[src/rtl/vga_timing_ctrl_if.sv]
// Pixel timing bus shared between the timing master and downstream draw stages.
interface vga_if;
  logic [10:0] vcount;
  logic        vsync;
  logic        vblnk;
  logic [10:0] hcount;
  logic        hsync;
  logic        hblnk;
  logic [11:0] rgb;

  modport out (output vcount, vsync, vblnk, hcount, hsync, hblnk, rgb);
  modport in  (input  vcount, vsync, vblnk, hcount, hsync, hblnk, rgb);
endinterface

[src/rtl/vga_timing_ctrl.sv]
// VGA timing master: horizontal/vertical counters, blanking and sync decode,
// line/frame strobes and a frame counter. Advances only on pix_en cycles.
// Flags are decoded from the next count values so they stay aligned with the
// registered counts they describe.
module vga_timing_ctrl #(
  parameter int unsigned H_ACTIVE = 800,
  parameter int unsigned H_FP     = 40,
  parameter int unsigned H_SYNC   = 128,
  parameter int unsigned H_BP     = 88,
  parameter int unsigned V_ACTIVE = 600,
  parameter int unsigned V_FP     = 1,
  parameter int unsigned V_SYNC   = 4,
  parameter int unsigned V_BP     = 23,
  parameter bit          SYNC_POL = 1'b1
) (
  input  logic        clk,
  input  logic        rst,
  input  logic        pix_en,
  vga_if.out          vout,
  output logic        line_start,
  output logic        frame_start,
  output logic [15:0] frame_cnt
);

  localparam int unsigned H_TOTAL = H_ACTIVE + H_FP + H_SYNC + H_BP;
  localparam int unsigned V_TOTAL = V_ACTIVE + V_FP + V_SYNC + V_BP;

  // Thresholds are 12 bits wide so a sync window ending exactly at 2048 still compares correctly.
  localparam logic [11:0] H_LAST     = 12'(H_TOTAL - 1);
  localparam logic [11:0] V_LAST     = 12'(V_TOTAL - 1);
  localparam logic [11:0] H_BLANK_AT = 12'(H_ACTIVE);
  localparam logic [11:0] V_BLANK_AT = 12'(V_ACTIVE);
  localparam logic [11:0] H_SYNC_ON  = 12'(H_ACTIVE + H_FP);
  localparam logic [11:0] H_SYNC_OFF = 12'(H_ACTIVE + H_FP + H_SYNC);
  localparam logic [11:0] V_SYNC_ON  = 12'(V_ACTIVE + V_FP);
  localparam logic [11:0] V_SYNC_OFF = 12'(V_ACTIVE + V_FP + V_SYNC);

  if ((H_TOTAL > 2048) || (V_TOTAL > 2048)) begin : g_bad_mode
    $error("vga_timing_ctrl: H_TOTAL and V_TOTAL must not exceed 2048");
  end

  logic [10:0] hcount_q, hcount_d;
  logic [10:0] vcount_q, vcount_d;
  logic        hblnk_q, hblnk_d;
  logic        vblnk_q, vblnk_d;
  logic        hsync_q, hsync_d;
  logic        vsync_q, vsync_d;
  logic        line_start_q, line_start_d;
  logic        frame_start_q, frame_start_d;
  logic [15:0] frame_cnt_q, frame_cnt_d;

  logic        h_wrap;
  logic        v_wrap;
  logic [11:0] hcount_ext;
  logic [11:0] vcount_ext;
  logic        h_in_sync;
  logic        v_in_sync;

  // Next-state: counters, strobes and flag decode on the upcoming count values.
  always_comb begin
    h_wrap        = ({1'b0, hcount_q} == H_LAST);
    v_wrap        = ({1'b0, vcount_q} == V_LAST);
    hcount_d      = hcount_q;
    vcount_d      = vcount_q;
    hblnk_d       = hblnk_q;
    vblnk_d       = vblnk_q;
    hsync_d       = hsync_q;
    vsync_d       = vsync_q;
    line_start_d  = 1'b0;
    frame_start_d = 1'b0;
    frame_cnt_d   = frame_cnt_q;
    hcount_ext    = '0;
    vcount_ext    = '0;
    h_in_sync     = 1'b0;
    v_in_sync     = 1'b0;

    if (pix_en) begin
      hcount_d = h_wrap ? 11'd0 : hcount_q + 11'd1;
      if (h_wrap) begin
        vcount_d = v_wrap ? 11'd0 : vcount_q + 11'd1;
      end
      line_start_d  = h_wrap;
      frame_start_d = h_wrap & v_wrap;
      frame_cnt_d   = frame_cnt_q + {15'd0, h_wrap & v_wrap};

      hcount_ext = {1'b0, hcount_d};
      vcount_ext = {1'b0, vcount_d};
      h_in_sync  = (hcount_ext >= H_SYNC_ON) && (hcount_ext < H_SYNC_OFF);
      v_in_sync  = (vcount_ext >= V_SYNC_ON) && (vcount_ext < V_SYNC_OFF);
      hblnk_d    = (hcount_ext >= H_BLANK_AT);
      vblnk_d    = (vcount_ext >= V_BLANK_AT);
      hsync_d    = SYNC_POL ? h_in_sync : ~h_in_sync;
      vsync_d    = SYNC_POL ? v_in_sync : ~v_in_sync;
    end
  end

  // State registers; reset returns to the top-left position with syncs inactive.
  always_ff @(posedge clk or posedge rst) begin
    if (rst) begin
      hcount_q      <= '0;
      vcount_q      <= '0;
      hblnk_q       <= 1'b0;
      vblnk_q       <= 1'b0;
      hsync_q       <= ~SYNC_POL;
      vsync_q       <= ~SYNC_POL;
      line_start_q  <= 1'b0;
      frame_start_q <= 1'b0;
      frame_cnt_q   <= '0;
    end else begin
      hcount_q      <= hcount_d;
      vcount_q      <= vcount_d;
      hblnk_q       <= hblnk_d;
      vblnk_q       <= vblnk_d;
      hsync_q       <= hsync_d;
      vsync_q       <= vsync_d;
      line_start_q  <= line_start_d;
      frame_start_q <= frame_start_d;
      frame_cnt_q   <= frame_cnt_d;
    end
  end

  assign vout.hcount = hcount_q;
  assign vout.vcount = vcount_q;
  assign vout.hblnk  = hblnk_q;
  assign vout.vblnk  = vblnk_q;
  assign vout.hsync  = hsync_q;
  assign vout.vsync  = vsync_q;
  // Background is black; draw stages overwrite rgb further down the pipeline.
  assign vout.rgb    = 12'h000;

  assign line_start  = line_start_q;
  assign frame_start = frame_start_q;
  assign frame_cnt   = frame_cnt_q;

endmodule
[src/flat_wrapper.sv]
// flat-port wrapper written by rule: the top's interface ports become plain ports
module vga_timing_ctrl_flat 
#(
  parameter int unsigned H_ACTIVE = 800,
  parameter int unsigned H_FP     = 40,
  parameter int unsigned H_SYNC   = 128,
  parameter int unsigned H_BP     = 88,
  parameter int unsigned V_ACTIVE = 600,
  parameter int unsigned V_FP     = 1,
  parameter int unsigned V_SYNC   = 4,
  parameter int unsigned V_BP     = 23,
  parameter bit          SYNC_POL = 1'b1
)
  (clk, rst, pix_en, line_start, frame_start, frame_cnt, vout_vcount, vout_vsync, vout_vblnk, vout_hcount, vout_hsync, vout_hblnk, vout_rgb);
  vga_if vout_i ();
  input  logic clk;
  input  logic rst;
  input  logic pix_en;
  output logic line_start;
  output logic frame_start;
  output logic [15:0] frame_cnt;
  output wire logic [$bits(vout_i.vcount)-1:0] vout_vcount;
  output wire logic [$bits(vout_i.vsync)-1:0] vout_vsync;
  output wire logic [$bits(vout_i.vblnk)-1:0] vout_vblnk;
  output wire logic [$bits(vout_i.hcount)-1:0] vout_hcount;
  output wire logic [$bits(vout_i.hsync)-1:0] vout_hsync;
  output wire logic [$bits(vout_i.hblnk)-1:0] vout_hblnk;
  output wire logic [$bits(vout_i.rgb)-1:0] vout_rgb;
  assign vout_vcount = vout_i.vcount;
  assign vout_vsync = vout_i.vsync;
  assign vout_vblnk = vout_i.vblnk;
  assign vout_hcount = vout_i.hcount;
  assign vout_hsync = vout_i.hsync;
  assign vout_hblnk = vout_i.hblnk;
  assign vout_rgb = vout_i.rgb;
  vga_timing_ctrl #(.H_ACTIVE(H_ACTIVE), .H_FP(H_FP), .H_SYNC(H_SYNC), .H_BP(H_BP), .V_ACTIVE(V_ACTIVE), .V_FP(V_FP), .V_SYNC(V_SYNC), .V_BP(V_BP), .SYNC_POL(SYNC_POL)) u_core (.clk(clk), .rst(rst), .pix_en(pix_en), .vout(vout_i), .line_start(line_start), .frame_start(frame_start), .frame_cnt(frame_cnt));
endmodule
[config.mk]
export PLATFORM = sky130hd
export DESIGN_NAME = vga_timing_ctrl_flat
export DESIGN_NICKNAME = d
export VERILOG_FILES = /design/src/rtl/vga_timing_ctrl_if.sv /design/src/rtl/vga_timing_ctrl.sv /design/src/flat_wrapper.sv
export SDC_FILE = /design/constraint.sdc
export NUM_CORES = 1
export LEC_CHECK = 0
export ABC_AREA = 1
export CAP_MARGIN = 10
export CORE_ASPECT_RATIO = 1.75
export CORE_MARGIN = 3
export CORE_UTILIZATION = 46
export DETAILED_ROUTE_END_ITERATION = 7
export PLACE_DENSITY = 0.76
export SYNTH_ARGS = -nofsm -noshare
export SYNTH_HDL_FRONTEND = slang
export SYNTH_SLANG_ARGS = --single-unit
[constraint.sdc]
create_clock -name clk -period 2.45 [get_ports clk]
set_input_delay 0.49 -clock clk [delete_from_list [all_inputs] [get_ports clk]]
set_output_delay 0.49 -clock clk [all_outputs]
set_load 0.02 [all_outputs]
# After elaboration in Yosys (flattened, before gate mapping)
# Cells that the tools add are included.
[op_classes] n_lt_le_gt_ge=6 reduce_logical=2 n_mux=6 n_eq_ne=2 n_bitwise=1 add_sub_neg=3
[ops] cell="$ge A11 B10 Y1 const B" n=4
[ops] cell="$mux W11" n=4
[ops] cell="$add A11 B1 Y11 const B" n=2
[ops] cell="$lt A11 B10 Y1 const B" n=2
[ops] cell="$add A16 B1 Y16" n=1
[ops] cell="$eq A11 B10 Y1 const B" n=1
[ops] cell="$eq A11 B11 Y1 const B" n=1
[ops] cell="$logic_and A1 B1 Y1" n=2
[ops] cell="$mux W1" n=2
[ops] cell="$and A1 B1 Y1" n=1
[word_totals] inputBits=3 ff_bits=44

# Depth between registers and ports, before layout
[depth] word_depth=6 depth_mapped=17 mapped_depth_nobuf=16

# Least setup slack after synthesis
# No wires, ideal clock.
[synth_path] path_type="reg2reg" startpoint="reg u_core.hcount_q[0] (netlist: u_core.vout.hcount[0])" endpoint="reg u_core.frame_cnt_q[12] (netlist: u_core.frame_cnt[12])" arrival_ns=2.684 path_slack_ns=-0.314 stages_incl_launch_ff=17 period_less_slack_ns=2.764 required_ns=2.370 n_path_buf=1 path_cell_list="dfrtp_1 -> ha_1 -> nand2_2 -> nor2_4 -> inv_2 -> nor2_4 -> buf_6 -> nand2_2 -> inv_1 -> ha_1 -> ha_1 -> nand2_1 -> nor2_1 -> nand2_1 -> or4_1 -> nor3_1 -> xor2_1"
[synth_between] elab_chain_cells=3
[synth_rtl] item="start, declared" line="vga_timing_ctrl.sv:42" rtl="logic [10:0] hcount_q, hcount_d;"
[synth_rtl] item="start signal, assigned" line="vga_timing_ctrl.sv:110" rtl="hcount_q <= hcount_d;"
[synth_rtl] item="$eq A11 B11 Y1" line="vga_timing_ctrl.sv:61" rtl="h_wrap = ({1'b0, hcount_q} == H_LAST);"
[synth_rtl] item="$and A1 B1 Y1" line="vga_timing_ctrl.sv:84" rtl="frame_cnt_d = frame_cnt_q + {15'd0, h_wrap & v_wrap};"
[synth_rtl] item="$add A16 B1 Y16" line="vga_timing_ctrl.sv:84"
[synth_rtl] item="end signal, assigned" line="vga_timing_ctrl.sv:118" rtl="frame_cnt_q <= frame_cnt_d;"
[synth_rtl] item="end, declared" line="vga_timing_ctrl.sv:50" rtl="logic [15:0] frame_cnt_q, frame_cnt_d;"
# No other way between the ends.
# A chain may end at the register's enable or synchronous reset.

# Worst setup path in the final report
[layout_path] startpoint="reg u_core.hcount_q[1] (netlist: u_core.vout.hcount[1])" endpoint="reg u_core.frame_cnt_q[12] (netlist: u_core.frame_cnt[12])"
# The elaborated chain is that of the path after synthesis.

==> out/results.txt <==
The part of the cycle the worst path needs was 97.3%. The worst min-delay path class is reg2reg. The routed layout has 2,676 vias. Summed over all nets, the half-perimeter wirelength after detailed placement is 5210 um.

The worst pin sits at a relative slew slack of 62.9%. The count of pins on the block boundary was 59; the die height was 107 um. Overall fraction of global-route tracks in use: 20.9%. Maximum number of pins on one net before global-route repair: 45.

The number of placement rows is 36, and the fmax is 0.419 GHz. The first routing iteration left 189 violations. Hold timing on the final database bottoms out at a slack of 0.486 ns. After routing the design area is 3630 um^2. The logs give 34 for the number of different library cells in the post-synthesis netlist and 0 for the number of diodes. Summing every instance area after synthesis gives 2710 um^2.

The effective utilization at floorplan came out at 48.1%. The final max-slew violation count is 0. After clock tree synthesis, the clock-pin slew on the worst setup and hold paths is 0.09 ns.

The critical path is of the reg2reg type. The number of remaining DRC errors was 0. The post-detailed-route via-to-cell ratio was 5.01. The count of buffers inserted at the top-level ports works out to 46.

The tools report the total number of clock tree sinks as 44. At the worst endpoint, the required time is 2.68 ns. TritonCTS built the clock tree.

The H-tree generated during clock tree synthesis spans 2 levels. Most common cell after layout, fill and taps aside: nand2_1. The tool flagged a number of max-cap violations equal to 0. At the worst endpoint, the arrival time is 2.62 ns. The number of standard cells after synthesis is 376. The layout cell share with drive strength beyond 1 came out at 16.6%.

In this run the remaining antenna-violating nets after routing total 0. Minimum period implied by the final worst setup slack: 2.38 ns. Fill cells in the final layout number 493.

The design draws 2750 uW. For the pin with the worst max-slew slack, the measured transition is 0.557 ns. The worst IR drop on VDD came out at 0.450 mV. The number of hold violations in the final report was 0; the wire length of the first global-routing pass was 11,400 um. The tools report the maximum root-to-sink buffer count as 2. For the worst-skew pair, the clock arrives at the later sink with an insertion delay of 0.30 ns. The proportion of synthesized chip area in sequential cells was 40.7%.

The run gives 6950 um as the total wirelength of the detailed-routed design. The tools report the sort of element at the end of the critical path as a register. The top cell types in the final layout, fill and taps aside, are nand2_1, inv_1, clkdlybuf4s50_1, nor2_1, dfrtp_1. The run gives 0.0104 ns as the largest clock skew in the final design.

The placeable core region is 5630 um^2. The floorplan step defined a die boundary enclosing 6880 um^2. The Yosys step of the flow raised 0 warnings. Routability-driven placement finished with a final weighted congestion of 0.898. Relative to the synthesized area, the layout overhead comes to 34.2%. The pre-antenna-repair detailed-routing pass consisted of 4 iterations. In this run the mean area of a mapped cell was 7.20 um^2.

Library cell used as clock root buffer: clkbuf_8. Once placement finished, the instance area stood at 3440 um^2. In the final routed layout, each cell accounts on average for 13.0 um. In this run, synthesis produced a sequential element count of 44.

The die is 64.0 um wide. The worst setup path is launched from a register. The share of synthesized flip-flops with an asynchronous set or reset is 100%. The flip-flop cell with the highest count after synthesis was dfrtp_1.

The power per cell area works out to 757 nW/um^2. The final global-route overflow total is 0. Setup violations remaining at the end of the flow were counted as 0. The logs give 2,593 for the via count of the first global-routing pass and 0 for the number of antenna violations at the first check in global routing. The synthesized design contains 0 enable-type register cells. In the final timing run, aggregate negative setup slack is 0 ns. The run gives 0.00180 uW as the leakage power summed over all cells. After the last flow step, the layout net total stands at 464. The run finished with clean final reports. Clock tree synthesis inserted a total of 5 buffers. In this run, post-CTS hold repair placed 0 buffers.

The largest fanout on the critical path was 4.
logic make-up after synthesis:
group / after synthesis / synth area share, %
flip-flops: 44 / 40.7
other: 1 / 0.139
AO/OA/AOI/OAI: 35 / 7.54
AND/OR/NAND/NOR: 204 / 32.4
adder cells (fa/ha/maj): 4 / 1.85
XOR/XNOR: 15 / 4.85
buffers and inverters: 73 / 12.6
Yosys cell counts (4+ instances only):
master / n / area, um^2
buf_4: 13 / 97.6
clkbuf_1: 4 / 15.0
dfrtp_1: 44 / 1100
ha_1: 4 / 50.1
inv_1: 50 / 188
nand2_1: 102 / 383
nand3_1: 33 / 165
nand4_1: 8 / 50.1
nor2_1: 44 / 165
nor3_1: 7 / 35.0
o21ai_0: 21 / 105
xnor2_1: 5 / 43.8
xor2_1: 10 / 87.6
through the flow:
stage	std cells	setup WS [ns]	utilization (%)
floorplan	387	-0.0818	-
global placement	518	0.113	61.1
detailed placement	518	-0.00874	61.1
CTS	526	0.0273	62.8
global route	534	-0.0638	64.5
finish	534	0.0661	64.5
area by class of cell:
cell class	count	area (um^2)	share of cell area (%)
inverters	52	198	5.44
well taps	76	95.1	2.62
flip-flops and latches	44	1110	30.5
clock inverters	2	10.0	0.276
repair buffers	84	746	20.5
clock buffers	6	82.6	2.27
multi-input cells	270	1400	38.4
registers in the layout, indices dropped and copies added (netlist names):
signal,cells
u_core.vout.vsync,1
u_core.vout.hsync,1
u_core.vout.vblnk,1
u_core.frame_cnt,16
u_core.vout.hcount,11
u_core.line_start,1
u_core.frame_start,1
u_core.vout.vcount,11
u_core.vout.hblnk,1
timing repair:
action                                  CTS  global route
endpoints found under the setup margin    1             4
pin swaps                                 0             3
setup buffers                             0             8
gates resized for setup                   1            10
worst paths after layout:
path / from / endpoint / slack, ns / cells after the start
worst max-delay path: u_core.vout.hcount[1] / u_core.frame_cnt[12] / 0.07 / 15
worst min-delay path: u_core.vout.vsync / u_core.vout.vsync / 0.49 / 2
worst max register to register: u_core.vout.hcount[1] / u_core.frame_cnt[12] / 0.07 / 15
worst min register to register: u_core.vout.vsync / u_core.vout.vsync / 0.49 / 2
max in group asynchronous: rst / u_core.vout.hcount[0] / 1.40 / 3
min in group asynchronous: rst / u_core.vout.vcount[9] / 0.64 / 3
where the power goes:
part	total, uW	internal, uW	leakage, uW	switching (uW)
registers	957	855	0.000547	102
logic	1320	582	0.00121	737
clock network	472	225	0.0000510	247
total	2750	1660	0.00180	1090
routing by layer:
metal / wire (um) / vias to the layer above / share of wire (%) / GRT usage (%)
met1: 2550 / 1244 / 37 / 20.6
met5: 0 / - / 0 / 0
li1: - / 1319 / - / -
met3: 306 / 25 / 4.4 / 3.55
met4: 301 / 0 / 4.3 / 11.4
met2: 3790 / 88 / 55 / 39.7
critical path: stages (launching register included):
cell and delay (ns):
dfrtp_2 0.39, ha_4 0.15, nand2_2 0.06, nor2_4 0.13
inv_4 0.05, nor2_4 0.11, nand2_4 0.08, inv_2 0.06
ha_4 0.12, ha_2 0.16, nand2_2 0.07, nor2_4 0.13
nand2_2 0.07, or4_4 0.44, nor3_4 0.13, xor2_1 0.15
Note: power is estimated with default switching activity, not from simulation.
